$ cat src/rtl/pc_next_unit.sv
// Fetch PC register with j/jal/jr/beq/bne redirect resolution, stall-held redirects and a
// one-cycle fetch flush. Optional statistics counters are built when PC_PERF_CNT_EN is defined.
module pc_next_unit #(
  parameter int unsigned       ADDR_W   = 32,
  parameter int unsigned       JUMP_W   = 26,
  parameter int unsigned       CNT_W    = 32,
  parameter logic [ADDR_W-1:0] RESET_PC = '0
) (
  input  logic              clk,
  input  logic              rst,
  input  logic              stall,
  input  logic [1:0]        Branch,
  input  logic [1:0]        Jump,
  input  logic              Equal,
  input  logic [ADDR_W-1:0] in_pc,
  input  logic [ADDR_W-1:0] in_branch,
  input  logic [JUMP_W-1:0] in_j,
  input  logic [ADDR_W-1:0] in_jr,
  output logic [ADDR_W-1:0] pc_out,
  output logic [ADDR_W-1:0] link_pc,
  output logic              pc_bj,
  output logic [CNT_W-1:0]  b_taken_cnt,
  output logic [CNT_W-1:0]  b_fail_cnt,
  output logic [CNT_W-1:0]  j_cnt
);

  logic [ADDR_W-1:0] pc_q, pc_d;
  logic              bj_q, bj_d;
  logic              pend_valid_q, pend_valid_d;
  logic [ADDR_W-1:0] pend_tgt_q, pend_tgt_d;

  logic              is_jump, is_branch, br_taken, redirect;
  logic [ADDR_W-1:0] target;

  // Jump encodings take priority; Branch is only looked at when Jump is 00.
  always_comb begin
    is_jump   = (Jump != 2'b00);
    is_branch = !is_jump && (Branch == 2'b01 || Branch == 2'b10);
    br_taken  = is_branch && ((Branch == 2'b01) ? Equal : !Equal);
    redirect  = is_jump || br_taken;
    if (Jump[1]) begin
      target = {in_pc[ADDR_W-1:JUMP_W], in_j};
    end else if (Jump[0]) begin
      target = in_jr;
    end else begin
      target = in_pc + in_branch + ADDR_W'(1);
    end
  end

  always_comb begin
    pc_d         = pc_q;
    bj_d         = 1'b0;
    pend_valid_d = pend_valid_q;
    pend_tgt_d   = pend_tgt_q;
    if (!stall) begin
      pend_valid_d = 1'b0;
      if (redirect) begin
        pc_d = target;
        bj_d = 1'b1;
      end else if (pend_valid_q) begin
        pc_d = pend_tgt_q;
        bj_d = 1'b1;
      end else begin
        pc_d = pc_q + ADDR_W'(1);
      end
    end else if (redirect) begin
      // Latest redirect seen during a stall is the one that survives.
      pend_valid_d = 1'b1;
      pend_tgt_d   = target;
    end
  end

  always_ff @(posedge clk) begin
    if (rst) begin
      pc_q         <= RESET_PC;
      bj_q         <= 1'b0;
      pend_valid_q <= 1'b0;
      pend_tgt_q   <= '0;
    end else begin
      pc_q         <= pc_d;
      bj_q         <= bj_d;
      pend_valid_q <= pend_valid_d;
      pend_tgt_q   <= pend_tgt_d;
    end
  end

  assign pc_out  = pc_q;
  assign pc_bj   = bj_q;
  assign link_pc = in_pc + ADDR_W'(1);

`ifdef PC_PERF_CNT_EN
  logic [CNT_W-1:0] b_taken_q, b_fail_q, j_cnt_q;

  always_ff @(posedge clk) begin
    if (rst) begin
      b_taken_q <= '0;
      b_fail_q  <= '0;
      j_cnt_q   <= '0;
    end else if (!stall) begin
      if (is_jump && j_cnt_q != '1) begin
        j_cnt_q <= j_cnt_q + CNT_W'(1);
      end
      if (br_taken && b_taken_q != '1) begin
        b_taken_q <= b_taken_q + CNT_W'(1);
      end
      if (is_branch && !br_taken && b_fail_q != '1) begin
        b_fail_q <= b_fail_q + CNT_W'(1);
      end
    end
  end

  assign b_taken_cnt = b_taken_q;
  assign b_fail_cnt  = b_fail_q;
  assign j_cnt       = j_cnt_q;
`else
  assign b_taken_cnt = '0;
  assign b_fail_cnt  = '0;
  assign j_cnt       = '0;
`endif

endmodule

$ cat config.mk
export PLATFORM = sky130hd
export DESIGN_NAME = pc_next_unit
export DESIGN_NICKNAME = d
export VERILOG_FILES = /design/src/rtl/pc_next_unit.sv
export SDC_FILE = /design/constraint.sdc
export NUM_CORES = 1
export LEC_CHECK = 0
export ABC_AREA = 1
export BUFFER_PORTS_ARGS = -buffer_cell sky130_fd_sc_hd__buf_2
export CAP_MARGIN = 20
export CELL_PAD_IN_SITES_DETAIL_PLACEMENT = 0
export CELL_PAD_IN_SITES_GLOBAL_PLACEMENT = 2
export CORE_AREA = 2 2 168 187
export DETAILED_ROUTE_END_ITERATION = 12
export DIE_AREA = 0 0 170 189
export GPL_TIMING_DRIVEN = 0
export HOLD_SLACK_MARGIN = 0.08
export PLACE_DENSITY_LB_ADDON = 0.1
export SLEW_MARGIN = 20
export SYNTH_ARGS = -nofsm -noshare
export SYNTH_HDL_FRONTEND = slang
export SYNTH_SLANG_ARGS = --single-unit
$ cat constraint.sdc
create_clock -name clk -period 3.4 [get_ports clk]
set_clock_uncertainty 0.2 [all_clocks]
set_input_delay 0.34 -clock clk [delete_from_list [all_inputs] [get_ports clk]]
set_output_delay 0.34 -clock clk [all_outputs]
set_load 0.005 [all_outputs]
==> results.yml <==
status:
  status: "complete, no violations"
worst_setup_path:
  path_cells: "buf_2 > ha_1 > nand3_1 > nor3_2 > nand2_2 > nor2_4 > nand2_2 > nor2_2 > nand4_1 > nand3b_4 > xnor2_1 > buf_2"
  critPathBufInv: 2
  cp-end-kind: "output pin"
  critical_path_class: "input port to output pin"
  cp.required_ns: 2.86
  crit_fanout: 4
  critPathArrivalTime_ns: 2.21
  cp-start-kind: "input port"
  slowest_stage: "nor3_2"
  cp_top_family: "simple AND/OR/NAND/NOR gates"
  slowest_delay_ns: 0.26
synthesis:
  synthMuxAreaShare_pct: 0.1242
  synth-edff-count: 0
  synth-xor-area-share_pct: 7.391
  yosys.area_share.simple_pct: 39.94
  synth_top_family_by_area: "simple AND/OR/NAND/NOR gates"
  yosys.cell_types.count: 45
  synth_area_leaders: "nand2_1 22%, dfxtp_1 16%, buf_4 8.9%"
  synth_top_area_share_pct: 22.31
  synth_fa_ha_area_share_pct: 5.528
  synthCells: 1423
  synth-compound-area-share_pct: 10.73
  synth_ff_type: "dfxtp_1"
  postSynthAreaPerCell_sq_um: 5.662
  synth-async-reset-ratio_pct: 0
  syn_area_sq_um: 8058
  synth.largest_area_cell: "nand2_1"
  synth-seq-cells: 66
  ys_seq_area_share_pct: 16.40
  ys_warn_count: 0
routing:
  post-route-drc-count: 0
  wirelength_um: 30300
  antenna_left: 0
  wl_per_cell_um: 14.38
  first_iter_violations: 465
  via_count: 8870
  viasPerCell: 4.210
  drt-pass1-iter-count: 5
clocking:
  post_cts_buffers: 0
  cts_tree: "yes"
  clkLatencyLatePin_ns: 0.34
  numCtsBuffers: 9
  clockRootBuffer: "clkbuf_16"
  h-tree-depth: 3
  post_cts_resized: 0
  clock-sinks: 66
  clk_path_buf_depth: 2
  hold_buffers: 0
  clk_transition_reported_paths_ns: 0.06
global_route:
  track_usage_pct: 18.85
  grt-ovfl-total: 0
  antenna_found_initial: 2
  grt_pass1_vias: 8914
  grt_start_max_net_pins: 11
  grt_pass1_wl_um: 47160
sta:
  hold_violations: 0
  tightest_slew_ns: 0.6362
  fmax_mhz: 363.3
  slew_headroom_pct: 57.59
  period_needed_ns: 2.752
  post-route-period-util_pct: 80.96
  drv_slew: 0
  grt_setup_unrepaired: "no"
  setup_viol: 0
  tns_ns: 0
placement:
  place_area_sq_um: 9854
  routabilityCongestion: 0.8461
  hpwl_um: 26430
  port_buffers: 193
pwr:
  p_leak_uw: 0.005921
  power.density_nw_per_um2: 292.3
  power.total_uw: 2971
  ir_worst_vdd_mv: 0.1815
min_path:
  hp-class: "input port to flip-flop"
final_layout:
  drive_gt1_share_pct: 19.58
  area_delta_synth_final_pct: 26.15
  final.fill_count: 3582
  nets: 1887
  design_area_sq_um: 10160
die:
  rows: 67
  coreArea_sq_um: 30180
  io_pins: 291
  dieHeight_um: 189
  initial_utilization_pct: 26.70
  fp.dieW_um: 170
  dieArea_sq_um: 32130
flow_run:
  max_cap_violations: 0
[cells in the mapped netlist (25+ instances only)]
| library cell | instances |
|---|---|
| clkbuf_1 | 27 |
| xor2_1 | 43 |
| inv_1 | 189 |
| nand2_1 | 479 |
| a22oi_1 | 25 |
| dfxtp_1 | 66 |
| xnor2_1 | 25 |
| buf_4 | 96 |
| a21oi_1 | 34 |
| ha_1 | 34 |
| nor2_1 | 173 |
| nand3_1 | 59 |
| o21ai_0 | 48 |
[layout by cell type (no fill, tap or decap), types with 25 or more instances in the layout]
cell,netlist,layout
nand2_1,479,479
buf_2,6,199
inv_1,189,189
nor2_1,173,173
buf_4,96,96
conb_1,1,96
dfxtp_1,66,66
nand3_1,59,59
o21ai_0,48,48
xor2_1,43,43
a21oi_1,34,34
ha_1,34,34
clkbuf_1,27,28
xnor2_1,25,25
a22oi_1,25,25
[report_power, final]
| part | leakage, uW | total [uW] | switching [uW] | internal (uW) |
|---|---|---|---|---|
| Sequential | 0.000545 | 902 | 62.6 | 839 |
| Combinational | 0.00522 | 1090 | 664 | 425 |
| Clock | 0.000152 | 979 | 356 | 623 |
[cells by family (layout without fill, tap and decap cells)]
logic type / count (synthesis) / count (layout)
fa+ha+maj: 35 / 35
buf+inv: 328 / 536
compound gates: 148 / 148
other cells: 1 / 98
mux: 1 / 1
simple gates: 776 / 776
flops: 66 / 66
xor+xnor: 68 / 68
[state kept, by name (all words and copies together) (netlist names)]
| register | cells |
|---|---|
| pend_valid_q | 1 |
| pc_out | 32 |
| pc_bj | 1 |
| pend_tgt_q | 32 |
[worst paths after layout]
check / start / end / slack [ns] / cells after the start
max: in_pc[1] / link_pc[28] / 0.65 / 12
min: in_j[23] / pend_tgt_q[23]$_SDFFE_PP0P_ / 0.15 / 5
max reg2reg: pc_out[0]$_SDFFE_PP0N_ / pc_out[26]$_SDFFE_PP0N_ / 0.86 / 13
min reg2reg: pend_tgt_q[0]$_SDFFE_PP0P_ / pend_tgt_q[0]$_SDFFE_PP0P_ / 0.25 / 2
[layout make-up]
type	instances	area (sq um)	area share, %
Multi-Input combinational cell	1124	5494	54.05
Sequential cell	66	1321	13.00
Timing Repair Buffer	193	965.9	9.503
Antenna cell	2	5.005	0.04924
Buffer	132	863.3	8.493
Clock inverter	2	35.03	0.3447
Tap cell	379	474.2	4.665
Inverter	196	735.7	7.238
Clock buffer	13	270.3	2.659
[worst min-delay path: stages]
cell	delay [ns]
buf_2	0.08
nand2_1	0.04
nand2_1	0.10
o21ai_1	0.06
inv_1	0.04
[per-stage QoR]
| step | instances | setup WS, ns | util [%] | hold slack, ns |
|---|---|---|---|---|
| after floorplan | 1518 | 1.046 | - | 0.2293 |
| after CTS | 2105 | 0.5540 | 33.67 | 0.1409 |
| after detailed placement | 2090 | 0.4462 | 32.65 | 0.2538 |
| final | 2107 | 0.6475 | 33.68 | 0.1471 |
| after global placement | 2090 | 0.4572 | 32.65 | 0.2485 |
| after global routing | 2107 | 0.4037 | 33.68 | 0.1948 |
[layer usage]
metal / routed length (um) / up-vias / track usage, %
met3: 1149 / 33 / 1.610
li1: - / 4827 / -
met5: 0 / - / 0
met4: 818 / 0 / 6.443
met1: 12840 / 3802 / 21.98
met2: 15490 / 208 / 35.76
(Power assumes the default switching activity.)
